### config.mk
export PLATFORM = sky130hd
export DESIGN_NAME = polygon_frame_writer
export DESIGN_NICKNAME = d
export VERILOG_FILES = /design/src/rtl/fb_pkg.sv /design/src/rtl/fb_addr_pipe.sv /design/src/rtl/polygon_frame_writer.sv
export SDC_FILE = /design/constraint.sdc
export NUM_CORES = 1
export LEC_CHECK = 0
export ABC_AREA = 0
export CAP_MARGIN = 20
export CORE_ASPECT_RATIO = 0.8
export CORE_UTILIZATION = 25
export CTS_CLUSTER_SIZE = 20
export DETAILED_ROUTE_END_ITERATION = 7
export DONT_BUFFER_PORTS = 1
export GPL_TIMING_DRIVEN = 1
export PLACE_DENSITY_LB_ADDON = 0.2
export SYNTH_ARGS = -nofsm -noshare
export SYNTH_HDL_FRONTEND = slang
export SYNTH_SLANG_ARGS = --single-unit
export TNS_END_PERCENT = 20
### constraint.sdc
create_clock -name clk_in -period 3.2 [get_ports clk_in]
set_input_delay 0.32 -clock clk_in [delete_from_list [all_inputs] [get_ports clk_in]]
set_output_delay 0.32 -clock clk_in [all_outputs]
set_load 0.05 [all_outputs]
### src/rtl/fb_pkg.sv
// fb_pkg: palette colours and frame-writer state encoding shared by the
// frame-buffer write path.
package fb_pkg;

   typedef enum logic [3:0] {
      PAL_BLACK,
      PAL_WHITE,
      PAL_RED,
      PAL_GREEN,
      PAL_BLUE,
      PAL_YELLOW,
      PAL_CYAN,
      PAL_MAGENTA,
      PAL_GREY,
      PAL_ORANGE
   } palette_t;

   typedef enum logic [1:0] {IDLE, CLEAR, DRAW, WAIT_SWAP} fb_state_t;

endpackage

### src/rtl/fb_addr_pipe.sv
// fb_addr_pipe: two-stage pixel scale, range check and frame-buffer address
// pipeline; out-of-range beats fall out silently.
module fb_addr_pipe #(
   parameter int PIXEL_WIDTH = 1280,
   parameter int PIXEL_HEIGHT = 720,
   parameter int FB_SCALE = 4,
   localparam int HW = $clog2(PIXEL_WIDTH),
   localparam int VW = $clog2(PIXEL_HEIGHT),
   localparam int SH = $clog2(FB_SCALE),
   localparam int FB_WIDTH = PIXEL_WIDTH / FB_SCALE,
   localparam int FB_HEIGHT = PIXEL_HEIGHT / FB_SCALE,
   localparam int AW = $clog2(FB_WIDTH * FB_HEIGHT)
) (
   input  logic          clk_in,
   input  logic          rst_in,
   input  logic          valid_in,
   input  logic          buf_in,
   input  logic [HW-1:0] hcount_in,
   input  logic [VW-1:0] vcount_in,
   input  logic [3:0]    color_in,
   output logic          wr_out,
   output logic [AW:0]   addr_out,
   output logic [3:0]    data_out
);

   logic [HW-1:0] fx, s1_fx;
   logic [VW-1:0] fy, s1_fy;
   logic          s1_ok, s1_buf;
   logic [3:0]    s1_color;

   assign fx = hcount_in >> SH;
   assign fy = vcount_in >> SH;

   // The buffer bit travels with the beat so a swap cannot redirect it.
   always_ff @(posedge clk_in) begin
      if (rst_in) begin
         s1_ok    <= 1'b0;
         s1_buf   <= 1'b0;
         s1_fx    <= '0;
         s1_fy    <= '0;
         s1_color <= 4'h0;
         wr_out   <= 1'b0;
         addr_out <= '0;
         data_out <= 4'h0;
      end else begin
         s1_ok    <= valid_in && 32'(fx) < FB_WIDTH && 32'(fy) < FB_HEIGHT;
         s1_buf   <= buf_in;
         s1_fx    <= fx;
         s1_fy    <= fy;
         s1_color <= color_in;
         wr_out   <= s1_ok;
         addr_out <= {s1_buf, AW'(32'(s1_fy) * FB_WIDTH + 32'(s1_fx))};
         data_out <= s1_color;
      end
   end

endmodule

### src/rtl/polygon_frame_writer.sv
// polygon_frame_writer: clears the back buffer, writes rasterised pixels into
// it and swaps front/back at the first vsync after the frame is complete.
module polygon_frame_writer import fb_pkg::*; #(
   parameter int          PIXEL_WIDTH = 1280,
   parameter int          PIXEL_HEIGHT = 720,
   parameter int          FB_SCALE = 4,
   parameter logic [3:0]  BG_COLOR = 4'(PAL_BLACK),
   localparam int         FB_WIDTH = PIXEL_WIDTH / FB_SCALE,
   localparam int         FB_HEIGHT = PIXEL_HEIGHT / FB_SCALE,
   localparam int         DEPTH = FB_WIDTH * FB_HEIGHT,
   localparam int         AW = $clog2(DEPTH)
) (
   input  logic                            clk_in,
   input  logic                            rst_in,
   input  logic                            frame_start_in,
   input  logic                            frame_end_in,
   input  logic                            vsync_in,
   input  logic [$clog2(PIXEL_WIDTH)-1:0]  hcount_in,
   input  logic [$clog2(PIXEL_HEIGHT)-1:0] vcount_in,
   input  logic [3:0]                      pixel_color_in,
   input  logic                            valid_in,
   input  logic                            done_in,
   output logic                            ready_out,
   output logic [AW:0]                     wr_addr_out,
   output logic [3:0]                      wr_data_out,
   output logic                            wr_en_out,
   output logic                            front_buf_out,
   output logic                            frame_done_out,
   output logic [7:0]                      poly_count_out,
   output logic                            drop_err_out
);

   fb_state_t     state, state_nxt;
   logic [AW-1:0] clr_cnt;
   logic          clear_wr, swap;
   logic          pipe_wr;
   logic [AW:0]   pipe_addr;
   logic [3:0]    pipe_data;

   fb_addr_pipe #(
      .PIXEL_WIDTH (PIXEL_WIDTH),
      .PIXEL_HEIGHT(PIXEL_HEIGHT),
      .FB_SCALE    (FB_SCALE)
   ) u_pipe (
      .clk_in   (clk_in),
      .rst_in   (rst_in),
      .valid_in (valid_in && state == DRAW),
      .buf_in   (~front_buf_out),
      .hcount_in(hcount_in),
      .vcount_in(vcount_in),
      .color_in (pixel_color_in),
      .wr_out   (pipe_wr),
      .addr_out (pipe_addr),
      .data_out (pipe_data)
   );

   always_comb begin
      state_nxt = state;
      case (state)
         IDLE:      state_nxt = frame_start_in ? CLEAR : IDLE;
         CLEAR:     state_nxt = clr_cnt == AW'(DEPTH - 1) ? DRAW : CLEAR;
         DRAW:      state_nxt = frame_end_in ? WAIT_SWAP : DRAW;
         WAIT_SWAP: state_nxt = vsync_in ? IDLE : WAIT_SWAP;
         default:   state_nxt = IDLE;
      endcase
   end

   assign swap      = state == WAIT_SWAP && vsync_in;
   assign clear_wr  = state == CLEAR;
   assign ready_out = state == DRAW;

   // Pipeline writes win; they never overlap a clear when drawing is well formed.
   always_comb begin
      wr_en_out   = pipe_wr || clear_wr;
      wr_addr_out = pipe_wr ? pipe_addr : clear_wr ? {~front_buf_out, clr_cnt} : '0;
      wr_data_out = pipe_wr ? pipe_data : clear_wr ? BG_COLOR : 4'h0;
   end

   always_ff @(posedge clk_in) begin
      if (rst_in) begin
         state          <= IDLE;
         clr_cnt        <= '0;
         front_buf_out  <= 1'b0;
         frame_done_out <= 1'b0;
         poly_count_out <= 8'd0;
         drop_err_out   <= 1'b0;
      end else begin
         state          <= state_nxt;
         clr_cnt        <= clear_wr ? clr_cnt + 1'b1 : '0;
         front_buf_out  <= front_buf_out ^ swap;
         frame_done_out <= swap;
         drop_err_out   <= drop_err_out || (valid_in && state != DRAW);
         if (state == IDLE && frame_start_in)
            poly_count_out <= 8'd0;
         else if (state == DRAW && done_in && poly_count_out != 8'hff)
            poly_count_out <= poly_count_out + 8'd1;
      end
   end

endmodule
Yosys cells after proc, flatten, opt, wreduce, memory -nomap -nowiden
Cells that the tools add are included.
- bits in registers: 78
- logic and storage cells: 52
- add/subtract/negate cells: 3
- $mul: 1
- magnitude comparators: 2
- eq/ne operators: 6
- multiplexer cells: 8
- bitwise operators: 3
- reduce and logical (&&, ||, !) cells: 13
- operators by type and width (cell ; count):
    17-bit two-way mux ; 2
    16-bit by 1-bit adder with 16-bit output, second input constant ; 1
    16-bit by 11-bit adder with 16-bit output ; 1
    16-bit equality test, second input constant ; 1
    10-bit by 3-bit multiplier with 10-bit output, second input constant ; 1
    9-bit less-than comparator, second input constant ; 1
    8-bit by 1-bit adder with 8-bit output, second input constant ; 1
    1-bit logical AND ; 8
    8-bit less-than comparator, second input constant ; 1
    8-bit inequality test, second input constant ; 1
    2-bit one-hot mux with 4 select lines ; 1
    2-bit equality test, second input constant ; 2
    2-bit two-way mux ; 2
    4-bit two-way mux ; 1
    2-bit OR reduction ; 2
    2-bit by 1-bit equality test with 1-bit output, second input constant ; 1
    2-bit zero test ; 1
    1-bit logical OR ; 2
    1-bit two-way mux ; 2
    2-bit inequality test, second input constant ; 1
    1-bit inverter ; 2
    1-bit XOR ; 1

Depth between registers and ports, before layout
- depth in word-level cells: 4
- depth in mapped cells: 8
- gate-level depth less buffers: 8

Hierarchy
From an unflattened synthesis, not the netlist that was laid out.
- cell total of the unflattened synthesis: 346
- area, all modules: 3298.2 um^2
- modules (own cells, without submodules) (module ; times used ; cells an instance ; area an instance (um^2) ; sequential area each (um^2)):
    fb_addr_pipe ; 1 ; 170 ; 1796.7 ; 900.9
    polygon_frame_writer ; 1 ; 176 ; 1501.4 ; 580.6

Worst setup path after synthesis
OpenSTA, ideal clock, no wires.
- kind: flip-flop to flip-flop
- from: reg u_pipe.s1_fy[1]
- to: reg u_pipe.addr_out[15]
- library setup time: 0.071 ns
- arrival time: 2.489 ns
- required time: 3.129 ns
- setup slack: 0.641 ns
- cell stages (with the launch flop): 9
- buffers on the path: 0
- clock period less this slack: 2.559 ns
- path through: dfxtp_1 > ha_1 > ha_1 > fa_1 > a211oi_1 > o21bai_1 > xor2_1 > or4_1 > a21oi_1
- cells in the longest elaborated chain, start to end: 2
- RTL lines (what ; RTL line ; RTL):
    start: declaration ; fb_addr_pipe.sv:27 ; logic [VW-1:0] fy, s1_fy;
    start signal: assignment ; fb_addr_pipe.sv:49 ; s1_fy <= fy;
    10-bit by 3-bit multiplier with 10-bit output ; fb_addr_pipe.sv:52 ; addr_out <= {s1_buf, AW'(32'(s1_fy) * FB_WIDTH + 32'(s1_fx))};
    16-bit by 11-bit adder with 16-bit output ; fb_addr_pipe.sv:52 ;
    end signal: assignment ; fb_addr_pipe.sv:52 ;
    end: declaration ; fb_addr_pipe.sv:22 ; output logic [AW:0] addr_out,
No other way between the ends.
A chain may end at the register's enable or synchronous reset.

Worst setup path after layout
Same ends and word-level chain as after synthesis.

==> Flow_metrics.wiki <==
{| class="wikitable"
! Metric !! Value
|-
| Die height || about 100 um
|-
| Fin Clk Skew || 0.006425 ns
|-
| Initial core utilization || 25.91%
|-
| Buffer type at the clock tree root || clkbuf_16
|-
| Worst setup SP type || flip-flop
|-
| Storage cell area || ~1500 sq um
|-
| Hold Path Origin || rst_in
|-
| Startpoint of the worst-slack reg-to-reg timing path || u_pipe.s1_fy[1]$_SDFF_PP0_
|-
| Area growth from synthesis to final layout || 17.99%
|-
| Floorplan row count || 36
|-
| Pwr Total || between 2000 and 2500 uW
|-
| Final estimated routing congestion in global placement || 0.7262
|-
| Critical Path, Cell by Cell || ha_1, ha_1, fa_1, a211oi_1, o21bai_1, xor2_1, or4_1, a21oi_1
|-
| Filler Cells Inserted || ~1.3k
|-
| Total global routing overflow || 0
|-
| Vias after detailed routing || about 2.2k
|-
| Width of the die || between 100 and 150 um
|-
| Via count of the first global-routing pass || between 2k and 2.5k
|-
| Detailed-route vias per instance || between 4 and 5
|-
| Floorplan core area || 12300 sq um
|-
| Share of layout cells above drive strength 1 || approximately 6.6%
|-
| Footprint of the multi-input gates || between 1500 and 2000 sq um
|-
| Number of inserted diodes || 0
|-
| Largest net degree at the start of global routing || 51
|-
| VDD IR-drop max || 0.3745 mV
|-
| Power density over the cells || 607.4 nW/um^2
|-
| Cell type of the slowest stage on the worst timing path || or4_1
|-
| Wire length of the first global-routing pass || about 11 mm
|-
| Remaining routing DRC violations || 0
|-
| Setup repair after global routing missed its margin || no
|-
| WL per Instance || 13.41 um
|-
| Critical-path maximum fanout || 3
|-
| Max Slew Vio Count || 0
|-
| Total of hold buffers inserted after clock tree synthesis || 0
|-
| First-pass iteration count of the detailed router || 4
|-
| Antenna violations before repair || 0
|-
| Number of flip-flops and latches in the synthesized netlist || 74
|-
| Iteration-0 DRC count of the detailed router || ~120
|-
| P_leak || 0.001418 uW
|-
| Register-to-register setup slack || slightly above 0.4 ns
|-
| Post-synth top area share || a little under half
|-
| Final cycle utilization of the critical path || ~87%
|-
| Main flop type after synthesis || dfxtp_1
|-
| Mapped Cells || between 300 and 400
|-
| Worst Setup Path Type || reg -> reg
|-
| H-tree depth || 3
|-
| Number of buffers added on ports || 0
|-
| Count of different cell masters after synthesis || 42
|-
| Number of failing setup endpoints in the final timing report || 0
|-
| Net count of the mapped netlist || between 300 and 400
|-
| Hold/Removal Path Class || in -> reg
|-
| Hold path depth || 1
|-
| Required time of the critical path || about 3.5 ns
|-
| Worst setup EP type || flip-flop
|-
| Max Root-Sink Buffers || 2
|-
| Antenna Violating Nets Remaining || 0
|-
| Mean instance size in the synthesized netlist || 9.481 sq um
|-
| I/O pin count || 66
|-
| Timing-limited maximum frequency || around 360 MHz
|-
| Wirelength, routed || slightly below 7 mm
|-
| CTS tree || built
|-
| Capturing instance or port of the critical path || u_pipe.addr_out[15]$_SDFF_PP0_
|-
| Die footprint || 13200 sq um
|-
| Clock buffer count from CTS || 9
|-
| Critical register-to-register path endpoint || u_pipe.addr_out[15]$_SDFF_PP0_
|-
| Number of flops mapped to enable cells by yosys || 0
|-
| Outcome || finished clean
|-
| Final total negative setup slack || 0 ns
|-
| Final critical-path required period || ~2.8 ns
|-
| Overall Global Routing Usage || between 10% and 20%
|-
| Pin slew with the least headroom to its limit || 0.8560 ns
|-
| Final hold violation count || 0
|-
| Clock Pin Slew Worst Setup and Hold Paths || roughly 0.06 ns
|-
| Largest stage delay on the critical path || 0.51 ns
|-
| Estimated wirelength of the detail-placed design || approximately 5.2 mm
|-
| Sequential area share after synthesis || between 40 and 50%
|-
| Cell types with the largest area share after synthesis || dfxtp_1, nor2b_1, ha_1
|-
| Library cell occupying the most area in the post-synthesis netlist || dfxtp_1
|-
| Netlist Area Pre-Place || ~3200 sq um
|-
| Share of flip-flops with an asynchronous set or reset || 0%
|-
| Post-cts sizing count || 0
|-
| Post CTS Setup Buffer Count || 0
|-
| CP dominant cell by count || ha_1
|-
| Path depth of the worst reg2reg path || 8
|-
| Clk Latency, worst-skew pair || 0.33 ns
|-
| Setup crit start || u_pipe.s1_fy[1]$_SDFF_PP0_
|-
| Critical Path AT || between 3 and 4 ns
|-
| Warning count from the yosys run || 0
|-
| Clock sink count || 74
|-
| Max-capacitance violation count || 0
|-
| Headroom to the max-slew limit || between 40% and 50%
|-
| Final layout net count || roughly 400
|}
-- power breakdown --
part	leakage (uW)	switching, uW	internal, uW
registers	0.000607	19.1	958
clock network	0.000169	365	804
logic	0.000641	77.0	59.8
total	0.00142	461	1820
-- cells by family after synthesis --
group                    share of synthesized area, %
AND/OR/NAND/NOR                                 23.21
buffers and inverters                           2.710
AO/OA/AOI/OAI                                   11.86
XOR/XNOR                                        7.149
multiplexers                                   0.6285
adder cells (fa/ha/maj)                         7.934
flip-flops                                      46.50
-- worst min path at each step --
stage	to	slack [ns]
detailed placement	u_pipe.s1_color[3]$_SDFF_PP0_	0.40
CTS	u_pipe.s1_buf$_SDFF_PP0_	0.04
floorplan	u_pipe.s1_ok$_SDFF_PP0_	0.41
finish	u_pipe.s1_color[3]$_SDFF_PP0_	0.06
global placement	u_pipe.data_out[0]$_SDFF_PP0_	0.40
global route	u_pipe.data_out[3]$_SDFF_PP0_	0.04
-- cell usage after synthesis (3+ instances only) --
cell type	number
clkbuf_1	10
ha_1	17
nor3b_1	3
nor3_1	9
nor2b_1	38
o211ai_1	3
dfxtp_1	74
inv_1	12
o21ai_0	8
and2_1	4
nand4_1	6
nand2b_1	4
nand2_1	13
a21oi_1	11
or3_1	4
nor2_1	40
xnor2_1	11
xor2_1	15
a22o_1	16
nand3_1	10
-- sequential cells by signal (all words and copies together) (netlist names) --
| signal | cells |
|---|---|
| u_pipe.s1_fx | 9 |
| u_pipe.addr_out | 17 |
| state | 2 |
| front_buf_out | 1 |
| u_pipe.wr_out | 1 |
| u_pipe.s1_buf | 1 |
| clr_cnt | 16 |
| frame_done_out | 1 |
| u_pipe.s1_fy | 8 |
| u_pipe.s1_color | 4 |
| drop_err_out | 1 |
| u_pipe.s1_ok | 1 |
| poly_count_out | 8 |
| u_pipe.data_out | 4 |
-- per-layer routing --
layer	GRT usage (%)	share of wire, %	vias to the layer above
met2	14.76	38	57
met3	5.864	8.5	7
met4	3.801	1.1	0
met1	15.21	52	1026
met5	0	0	-
li1	-	-	1159
-- critical path, delay by kind of cell (launching register included) --
kind,cells,cell delay (ns)
compound gates,3,0.75
fa+ha+maj,3,0.98
flops,1,0.33
xor+xnor,1,0.16
simple gates,1,0.51
-- final cells by class --
cell class	count	share of cell area (%)
inverter	12	1.198
sequential	74	39.41
tap	171	5.692
clock buffer	12	6.824
timing repair buffer	5	1.099
multi-input combinational	239	43.18
clock inverter	4	2.597
-- layout by cell type (no fill, tap or decap), types with 10 or more instances in the layout --
| cell | netlist | final |
|---|---|---|
| dfxtp_1 | 74 | 74 |
| nor2_1 | 40 | 40 |
| nor2b_1 | 38 | 38 |
| ha_1 | 17 | 17 |
| a22o_1 | 16 | 16 |
| xor2_1 | 15 | 15 |
| nand2_1 | 13 | 13 |
| inv_1 | 12 | 12 |
| xnor2_1 | 11 | 11 |
| a21oi_1 | 11 | 11 |
| nand3_1 | 10 | 10 |
-- per-stage QoR --
| step | hold slack (ns) | utilization (%) | std cells | cell area (sq um) | setup WS [ns] |
|---|---|---|---|---|---|
| finish | 0.05853 | 30.57 | 517 | 3759 | 0.4117 |
| global route | 0.04066 | 30.57 | 517 | 3759 | 0.2614 |
| CTS | 0.04268 | 30.57 | 517 | 3759 | 0.4103 |
| detailed placement | 0.3963 | 27.69 | 501 | 3405 | 0.4295 |
| global placement | 0.3958 | 27.59 | 500 | 3393 | 0.4565 |
| floorplan | 0.4080 | - | 336 | 3186 | 0.6407 |
Power figures use the tool's default switching activity.
